===== src/rtl/clk_div_pkg.sv =====
// -----------------------------------------------------------------------------
// clk_div_pkg
// Shared defaults for the programmable clock divider.
//   DEF_W      : default counter / divisor width
//   DEF_DIV    : default reset half-period divisor
//   ch_idx_w() : width of the channel-select bus for a given channel count
//                (never narrower than one bit, so a single-channel build
//                still has a legal load_ch port)
// -----------------------------------------------------------------------------
package clk_div_pkg;

    localparam int          DEF_W   = 32;
    localparam int unsigned DEF_DIV = 50_000_000;

    function automatic int ch_idx_w(input int ch);
        return (ch <= 1) ? 1 : $clog2(ch);
    endfunction

endpackage


===== src/rtl/clk_div_chan.sv =====
// -----------------------------------------------------------------------------
// clk_div_chan
// One divider channel: half-period counter, active and pending divisor,
// output toggle flop and toggle tick.
// Ports:
//   clk, rst        : clock, synchronous active-low reset
//   en_i            : count enable for this channel
//   load_hit_i      : load strobe already decoded for this channel
//   div_i           : divisor value accompanying load_hit_i
//   sync_i          : realign strobe shared by all channels
//   clk_out_o       : divided clock (registered)
//   tick_o          : one-cycle pulse in the cycle clk_out_o toggles
// A new divisor is parked in the pending register and only promoted at a
// half-period boundary so an enabled output never sees a shortened half-period.
// -----------------------------------------------------------------------------
module clk_div_chan
    import clk_div_pkg::*;
#(
    parameter int          W           = DEF_W,
    parameter int unsigned DEFAULT_DIV = DEF_DIV
) (
    input  logic         clk,
    input  logic         rst,
    input  logic         en_i,
    input  logic         load_hit_i,
    input  logic [W-1:0] div_i,
    input  logic         sync_i,
    output logic         clk_out_o,
    output logic         tick_o
);

    logic [W-1:0] cnt_q,  cnt_d;
    logic [W-1:0] n_q,    n_d;
    logic [W-1:0] pend_q, pend_d;
    logic         pv_q,   pv_d;
    logic         clk_q,  clk_d;
    logic         tick_q, tick_d;

    logic [W-1:0] last_cnt;
    logic         wrap;

    // N = 0 behaves as N = 1, so the terminal count is 0 in both cases.
    assign last_cnt = (n_q == '0) ? '0 : (n_q - W'(1));
    assign wrap     = en_i && (cnt_q == last_cnt);

    always_comb begin
        cnt_d  = cnt_q;
        n_d    = n_q;
        pend_d = pend_q;
        pv_d   = pv_q;
        clk_d  = clk_q;
        tick_d = 1'b0;

        if (sync_i) begin
            cnt_d = '0;
            clk_d = 1'b0;
            if (pv_q) begin
                n_d = pend_q;
            end
            pv_d = 1'b0;
            // A load coinciding with sync bypasses the pending register.
            if (load_hit_i) begin
                n_d = div_i;
            end
        end else begin
            if (en_i) begin
                if (wrap) begin
                    cnt_d  = '0;
                    clk_d  = ~clk_q;
                    tick_d = 1'b1;
                    if (pv_q) begin
                        n_d  = pend_q;
                        pv_d = 1'b0;
                    end
                end else begin
                    cnt_d = cnt_q + W'(1);
                end
            end else if (pv_q && (cnt_q == '0)) begin
                // Parked at a boundary with no half-period in progress.
                n_d  = pend_q;
                pv_d = 1'b0;
            end

            // Applied after promotion so a load landing on a wrap cycle is
            // kept for the next boundary rather than lost.
            if (load_hit_i) begin
                pend_d = div_i;
                pv_d   = 1'b1;
            end
        end
    end

    always_ff @(posedge clk) begin
        if (!rst) begin
            cnt_q  <= '0;
            n_q    <= W'(DEFAULT_DIV);
            pend_q <= '0;
            pv_q   <= 1'b0;
            clk_q  <= 1'b0;
            tick_q <= 1'b0;
        end else begin
            cnt_q  <= cnt_d;
            n_q    <= n_d;
            pend_q <= pend_d;
            pv_q   <= pv_d;
            clk_q  <= clk_d;
            tick_q <= tick_d;
        end
    end

    assign clk_out_o = clk_q;
    assign tick_o    = tick_q;

endmodule


===== src/rtl/clk_divider_prog.sv =====
// -----------------------------------------------------------------------------
// clk_divider_prog
// CH independent programmable clock dividers sharing one load bus and one
// sync strobe. Output period per channel is 2*N clk cycles (N = 0 acts as 1).
// Ports:
//   clk      : system clock
//   rst      : synchronous active-low reset
//   en       : per-channel count enable
//   load     : one-cycle strobe writing div_in to channel load_ch
//   load_ch  : target channel; indices >= CH match no channel
//   div_in   : new half-period divisor
//   sync     : one-cycle strobe realigning all channels
//   clk_out  : divided clocks
//   tick     : one-cycle pulse on each clk_out toggle
// -----------------------------------------------------------------------------
module clk_divider_prog
    import clk_div_pkg::*;
#(
    parameter int          CH          = 4,
    parameter int          W           = DEF_W,
    parameter int unsigned DEFAULT_DIV = DEF_DIV
) (
    input  logic                      clk,
    input  logic                      rst,
    input  logic [CH-1:0]             en,
    input  logic                      load,
    input  logic [ch_idx_w(CH)-1:0]   load_ch,
    input  logic [W-1:0]              div_in,
    input  logic                      sync,
    output logic [CH-1:0]             clk_out,
    output logic [CH-1:0]             tick
);

    localparam int LW = ch_idx_w(CH);

    for (genvar i = 0; i < CH; i++) begin : g_chan
        logic load_hit;

        // Out-of-range indices simply never match, so they are dropped.
        assign load_hit = load && (load_ch == LW'(i));

        clk_div_chan #(
            .W           (W),
            .DEFAULT_DIV (DEFAULT_DIV)
        ) u_chan (
            .clk        (clk),
            .rst        (rst),
            .en_i       (en[i]),
            .load_hit_i (load_hit),
            .div_i      (div_in),
            .sync_i     (sync),
            .clk_out_o  (clk_out[i]),
            .tick_o     (tick[i])
        );
    end

endmodule

===== config.mk =====
export PLATFORM = sky130hd
export DESIGN_NAME = clk_divider_prog
export DESIGN_NICKNAME = d
export VERILOG_FILES = /design/src/rtl/clk_div_pkg.sv /design/src/rtl/clk_div_chan.sv /design/src/rtl/clk_divider_prog.sv
export SDC_FILE = /design/constraint.sdc
export NUM_CORES = 1
export LEC_CHECK = 0
export ABC_AREA = 1
export CORE_ASPECT_RATIO = 2
export CORE_UTILIZATION = 65
export DETAILED_ROUTE_END_ITERATION = 8
export PLACE_DENSITY = 0.83
export SKIP_CTS_REPAIR_TIMING = 1
export SLEW_MARGIN = 20
export SYNTH_ARGS = -nofsm -noshare
export SYNTH_HDL_FRONTEND = slang
export SYNTH_SLANG_ARGS = --single-unit
export TNS_END_PERCENT = 20

===== constraint.sdc =====
create_clock -name clk -period 5.6 [get_ports clk]
set_input_delay 0.56 -clock clk [delete_from_list [all_inputs] [get_ports clk]]
set_output_delay 0.56 -clock clk [all_outputs]
set_load 0.02 [all_outputs]

==> results of run 1 <==
critical path: stages, from the launching register on:
cell     delay [ns]
dfxtp_1        0.32
inv_1          0.12
ha_1           0.20
nand2_1        0.13
nor2_1         0.64
nand2_1        0.23
nor2_4         0.22
inv_2          0.28
nand3_1        0.24
xor2_1         0.23
inv_1          0.06
nand3_1        0.06
nor2_1         0.05
nand3_2        0.14
buf_4          0.53
nand2_1        0.51
nand2_1        0.18
nand3_1        0.08
state kept, by name, summed over array words and instances (netlist names):
name / cells
g_chan.u_chan.pv_q: 4
g_chan.u_chan.tick_o: 4
g_chan.u_chan.pend_q: 128
g_chan.u_chan.cnt_q: 128
g_chan.u_chan.n_q: 128
g_chan.u_chan.clk_out_o: 4
synth_stat cells (all sizes together):
master / number / share of area (%)
mux2i: 1 / 0.036
nor4: 28 / 0.62
nor2: 827 / 11
o22ai: 54 / 1.2
inv: 453 / 6.1
a211oi: 2 / 0.053
clkbuf: 178 / 2.4
a2bb2oi: 6 / 0.19
o21bai: 12 / 0.32
nand3: 396 / 7.1
a21oi: 332 / 6.0
xnor2: 8 / 0.25
o21ai: 590 / 11
nor3b: 5 / 0.13
nand2: 1089 / 15
nand4: 131 / 2.9
or3: 1 / 0.022
or2: 5 / 0.11
xor2: 109 / 3.4
and2: 3 / 0.067
a22oi: 13 / 0.35
o31ai: 2 / 0.053
clkinv: 5 / 0.067
a21o: 1 / 0.027
nand3b: 7 / 0.19
dfxtp: 396 / 28
ha: 12 / 0.53
nor3: 75 / 1.4
and3: 2 / 0.045
o211ai: 1 / 0.027
a221oi: 1 / 0.031
buf: 75 / 1.7
worst paths after layout:
| check | endpoint | slack, ns | cells after the start |
|---|---|---|---|
| max reg2reg | g_chan[2].u_chan.n_q[23]$_SDFFE_PN1P_ | 1.17 | 17 |
| min reg2reg | g_chan[1].u_chan.pend_q[3]$_SDFFE_PN0P_ | 0.47 | 2 |
| min | g_chan[0].u_chan.n_q[7]$_SDFFE_PN1P_ | 0.41 | 2 |
| max | g_chan[2].u_chan.n_q[23]$_SDFFE_PN1P_ | 1.17 | 17 |
power by group through the flow:
stage / sequential [W] / clock [W] / combinational [W]
floorplan: 0.00307 / 0 / 0.000977
global placement: 0.00314 / 0 / 0.00130
detailed placement: 0.00314 / 0 / 0.00132
CTS: 0.00307 / 0.00259 / 0.00133
global route: 0.00309 / 0.00270 / 0.00153
finish: 0.00309 / 0.00258 / 0.00138
cell usage in the layout (no fill, tap or decap), drive strengths merged, types with 3 or more instances in the layout:
cell,Yosys,routed
a21oi,332,332
a22oi,13,13
a2bb2oi,6,6
and2,3,3
buf,75,37
clkbuf,178,58
clkdlybuf4s50,0,47
clkinv,5,15
dfxtp,396,396
ha,12,12
inv,453,450
nand2,1089,1089
nand3,396,396
nand3b,7,7
nand4,131,131
nor2,827,827
nor3,75,75
nor3b,5,5
nor4,28,28
o21ai,590,590
o21bai,12,12
o22ai,54,54
or2,5,5
xnor2,8,8
xor2,109,109
layout make-up:
| type | count | area share (%) |
|---|---|---|
| antenna | 1 | 0.00843 |
| clock buffer | 58 | 3.90 |
| clock inverter | 7 | 0.143 |
| inverter | 458 | 5.80 |
| multi-input combinational | 3713 | 58.5 |
| sequential | 396 | 26.7 |
| tap | 545 | 2.30 |
| timing repair buffer | 84 | 2.64 |
metrics by stage:
| stage | worst slack [ns] | hold slack, ns | power, W | cells |
|---|---|---|---|---|
| final | 1.17 | 0.408 | 0.00705 | 5262 |
| after CTS | 1.23 | 0.394 | 0.00699 | 5260 |
| after floorplan | 3.07 | 0.444 | 0.00405 | 4820 |
| after global placement | 1.35 | 0.456 | 0.00444 | 5195 |
| after global routing | 0.803 | 0.420 | 0.00732 | 5261 |
| after detailed placement | 1.26 | 0.462 | 0.00446 | 5195 |
metal layers:
layer / share of wire (%) / vias up / track usage [%]
met5: 0 / - / 0
met4: 11 / 0 / 46.7
met3: 8.2 / 555 / 9.60
met2: 47 / 1588 / 76.2
met1: 34 / 14700 / 46.9
li1: - / 15600 / -
logic make-up (layout without fill, tap and decap cells):
kind of cell	after synthesis	after routing	synth area share, %
AOI/OAI and AO/OA	1014	1014	18.8
buffers and inverters	711	607	10.2
adders and majority gates	12	12	0.535
DFF	396	396	28.2
and+or+nand+nor	2569	2569	38.6
xor gates and xnor gates	117	117	3.65
muxes	1	1	0.0357
other	0	1	0
==> results.json, run 1 <==
{
  "p_sw_w": 0.00225,
  "hold_start": "rst",
  "status": "finished, final reports clean",
  "final_cell_area_um2": 29700,
  "numCtsBuffers": 38,
  "swShare_pct": 32.0,
  "totalNegativeSetupSlack_ns": 0,
  "start_util_pct": 65.9,
  "drive_gt1_share_pct": 3.33,
  "slew_headroom_pct": 26.2,
  "num_rows": 107,
  "post-route-period-util_pct": 79.2,
  "p_leak_nw": 12.1,
  "synth.yosys.seq_area_share_pct": 28.2,
  "die_area_um2": 44100,
  "final-seq-area_um2": 7930,
  "gp_congestion": 1.05,
  "cp_max_fo": 55,
  "drc": 0,
  "first_global_vias": 30000,
  "nets": 4745,
  "clock-sinks": 396,
  "p_clk_share_pct": 36.7,
  "setup_viol": 0,
  "cts_tree": "built",
  "coreArea_um2": 42600,
  "wl_um": 102000,
  "multi_input_comb_area_um2": 17300,
  "cts_buffer_depth": 3,
  "num_vias": 32400,
  "holdCritPathClass": "primary input to flop",
  "synth-seq-cells": 396,
  "path_clk_slew_ns": 0.07,
  "fmax_mhz": 226,
  "period_minus_slack_ns": 4.43,
  "arrival_ns": 4.82,
  "pin_count": 50,
  "critical_path_class": "flop to flop",
  "p_int_w": 0.00479,
  "rsz0062_at_grt": "false",
  "max-cap-violations": 0,
  "ys_warn_count": 0,
  "antenna_found_initial": 1,
  "skew_ns": 0.0168,
  "first_pass_iters": 6,
  "dpl.hpwl_um": 73200,
  "synth.avg_cell_area_um2": 5.82,
  "start_kind": "flop",
  "wl_per_cell_um": 19.5,
  "hold_violations": 0,
  "synthCells": 4820,
  "drt-initial-drc-count": 3408,
  "fin_util_pct": 69.7,
  "ir_drop_mv": 0.313,
  "clk_latency_ns": 0.57,
  "final_max_slew_viol_count": 0,
  "grt_max_degree": 119,
  "p_per_area_nw_per_um2": 237,
  "area_growth_pct": 5.68,
  "syn_nets": 4874,
  "combPwrFrac_pct": 19.5,
  "crit_path_end_kind": "flop",
  "routed_via_density": 6.15,
  "worstSetupStartpoint": "g_chan[2].u_chan.n_q[0]$_SDFFE_PN0P_",
  "grt_overflow": 0,
  "worst_slew_pin_slew_ns": 1.11,
  "antenna_left": 0,
  "syn_area_um2": 28100,
  "numPortBuffers": 49,
  "grt_first_pass_wirelength_um": 159000,
  "fill_cells": 4052,
  "synth.distinct_cells": 44,
  "htree_levels": 2,
  "die_width_um": 149,
  "place_area_um2": 28400,
  "p_seq_share_pct": 43.8,
  "die_height_um": 296,
  "grt_usage_pct": 46.1,
  "clockRootBuffer": "clkbuf_16",
  "crit_required_ns": 5.99,
  "r2r-start": "g_chan[2].u_chan.n_q[0]$_SDFFE_PN0P_"
}
Power figures use the tool's default switching activity.
==> inputs of run 2 (changes only) <==
--- a/config.mk
+++ b/config.mk
@@ -7,9 +7,9 @@
 export LEC_CHECK = 0
 export ABC_AREA = 1
 export CORE_ASPECT_RATIO = 2
-export CORE_UTILIZATION = 65
+export CORE_UTILIZATION = 58
 export DETAILED_ROUTE_END_ITERATION = 8
-export PLACE_DENSITY = 0.83
+export PLACE_DENSITY = 0.78
 export SKIP_CTS_REPAIR_TIMING = 1
 export SLEW_MARGIN = 20
 export SYNTH_ARGS = -nofsm -noshare
==> constraint.sdc (replaced) <==
create_clock -name clk -period 3.67 [get_ports clk]
set_input_delay 0.367 -clock clk [delete_from_list [all_inputs] [get_ports clk]]
set_output_delay 0.367 -clock clk [all_outputs]
set_load 0.02 [all_outputs]
==> results.json, run 2 (synthesis results as in run 1) <==
{
  "status": "finished, final reports clean",
  "drt-initial-drc-count": 3394,
  "numPortBuffers": 49,
  "grt_first_pass_wirelength_um": 161000,
  "crit_required_ns": 4.17,
  "first_pass_iters": 7,
  "start_util_pct": 58.9,
  "wl_met1_um": 36700,
  "critical_path_class": "flop to flop",
  "num_rows": 113,
  "nets": 4787,
  "die_width_um": 158,
  "skew_ns": 0.0183,
  "grt_max_degree": 248,
  "critPathSlowestCell": "dfxtp_1",
  "wl_per_cell_um": 19.3,
  "drc": 0,
  "arrival_ns": 3.90,
  "max-cap-violations": 0,
  "final_cell_area_um2": 30200,
  "fmax_mhz": 294,
  "cp.depth": 17,
  "routed.top_layer": "met5",
  "final_max_slew_viol_count": 0,
  "max_stage_delay_ns": 0.33,
  "clk_latency_ns": 0.59,
  "grt_overflow": 0,
  "num_vias": 32100,
  "wl_met3_um": 6330,
  "crit_top_cell": "nor2_1",
  "routed-wl-met2_um": 49200,
  "wl_um": 104000,
  "crit_chain": "inv_1 > ha_1 > nand2_2 > nor2_8 > nand2_2 > nor2_4 > inv_2 > nand4_1 > nand2_1 > nor2_1 > nand3_1 > nor2_1 > nand3_2 > buf_4 > nand3_1 > nand2_1 > nor2_1",
  "critPathCapture": "g_chan[1].u_chan.n_q[18]$_SDFFE_PN0P_",
  "reg_top3": "g_chan.u_chan.cnt_q: 128 flops, g_chan.u_chan.n_q: 128 flops, g_chan.u_chan.pend_q: 128 flops",
  "antenna_found_initial": 2,
  "fin_ws_ns": 0.270,
  "dpl.hpwl_um": 75700,
  "rrSetupSlack_ns": 0.27,
  "clock-sinks": 396,
  "clockRootBuffer": "clkbuf_16",
  "htree_levels": 2,
  "crit_path_end_kind": "flop",
  "gp_congestion": 1.09,
  "path_clk_slew_ns": 0.07,
  "place_area_um2": 28900,
  "ir_drop_mv": 0.427,
  "grt_usage_pct": 42.0,
  "p_leak_nw": 12.3,
  "fin_util_pct": 63.3,
  "place_ws_ns": 0.321,
  "numCtsBuffers": 39,
  "totalNegativeSetupSlack_ns": 0,
  "r2r-start": "g_chan[1].u_chan.n_q[0]$_SDFFE_PN0P_",
  "slew_headroom_pct": 28.7,
  "worst_slew_pin_slew_ns": 1.07,
  "coreArea_um2": 47600,
  "timing.critical_path.max_delay_family": "simple AND/OR/NAND/NOR gates",
  "p_per_area_nw_per_um2": 362,
  "die_area_um2": 49300,
  "die_height_um": 313,
  "antenna_left": 0,
  "period_minus_slack_ns": 3.40,
  "post-route-period-util_pct": 92.6,
  "cts_buffer_depth": 3,
  "cp_max_fo": 38,
  "power.total_w": 0.0109,
  "setup_viol": 0,
  "holdCritPathClass": "primary input to flop",
  "routed_via_density": 5.96,
  "worstPathBufferInverterCount": 3,
  "first_global_vias": 30200,
  "insertedDiodeCount": 0,
  "rsz0062_at_grt": "true",
  "worstSetupStartpoint": "g_chan[1].u_chan.n_q[0]$_SDFFE_PN0P_",
  "hold_violations": 0,
  "pin_count": 50,
  "cts_tree": "built",
  "drive_gt1_share_pct": 4.12,
  "reg2reg_depth": 17,
  "r2r-end": "g_chan[1].u_chan.n_q[18]$_SDFFE_PN0P_",
  "start_kind": "flop",
  "area_growth_pct": 7.45,
  "final_common_cell": "nand2_1",
  "layout_common_cells": "1081 x nand2_1, 803 x nor2_1, 588 x o21ai_0"
}
## run 2: cell types whose count changed in the layout (fill, tap and decap cells not counted), sizes merged
cell,previous run,this run
bufinv,0,1
inv,450,451
clkinvlp,0,2
diode,1,0
clkinv,15,12
clkbuf,58,57
buf,37,78
## run 2: power by group
part | switching [W] | internal [W]
combinational | 0.00147 | 0.000714
clock | 0.00185 | 0.00221
sequential | 0.000212 | 0.00447
## run 2: tightest hold or removal path, delay by kind of cell
kind | cells | cell delay [ns]
and+or+nand+nor | 1 | 0.09
buffers and inverters | 2 | 0.42
## run 2: through the flow
stage	hold slack, ns	cells
finish	0.329	5389
floorplan	0.444	4820
CTS	0.313	5388
detailed placement	0.461	5323
global route	0.315	5389
global placement	0.455	5323
## run 2: worst min path at each step
stage                                                         from                                        to  slack, ns  cells past startpoint
after global placement     g_chan[1].u_chan.pend_q[7]$_SDFFE_PN0P_   g_chan[1].u_chan.pend_q[7]$_SDFFE_PN0P_       0.46                      2
after detailed placement  g_chan[1].u_chan.pend_q[15]$_SDFFE_PN0P_  g_chan[1].u_chan.pend_q[15]$_SDFFE_PN0P_       0.46                      2
after CTS                                                      rst   g_chan[0].u_chan.pend_q[2]$_SDFFE_PN0P_       0.31                      3
after floorplan           g_chan[0].u_chan.pend_q[11]$_SDFFE_PN0P_  g_chan[0].u_chan.pend_q[11]$_SDFFE_PN0P_       0.44                      2
after global routing                                           rst   g_chan[0].u_chan.pend_q[2]$_SDFFE_PN0P_       0.32                      3
final                                                          rst   g_chan[0].u_chan.pend_q[2]$_SDFFE_PN0P_       0.33                      3
## run 2: area by class of cell
class / count / area [µm²]
clock buffers: 57 / 1140
clock inverters: 8 / 73.8
fillers: 4824 / 17500
inverters: 458 / 1720
multi-input cells: 3713 / 17400
flip-flops and latches: 396 / 7930
well taps: 632 / 791
repair buffers: 125 / 1160
## run 2: metal layers
layer	global-route usage, %	up-vias
li1	-	15600
met1	43.1	14600
met2	70.9	1309
met3	6.47	526
met4	41.2	4
met5	0	-
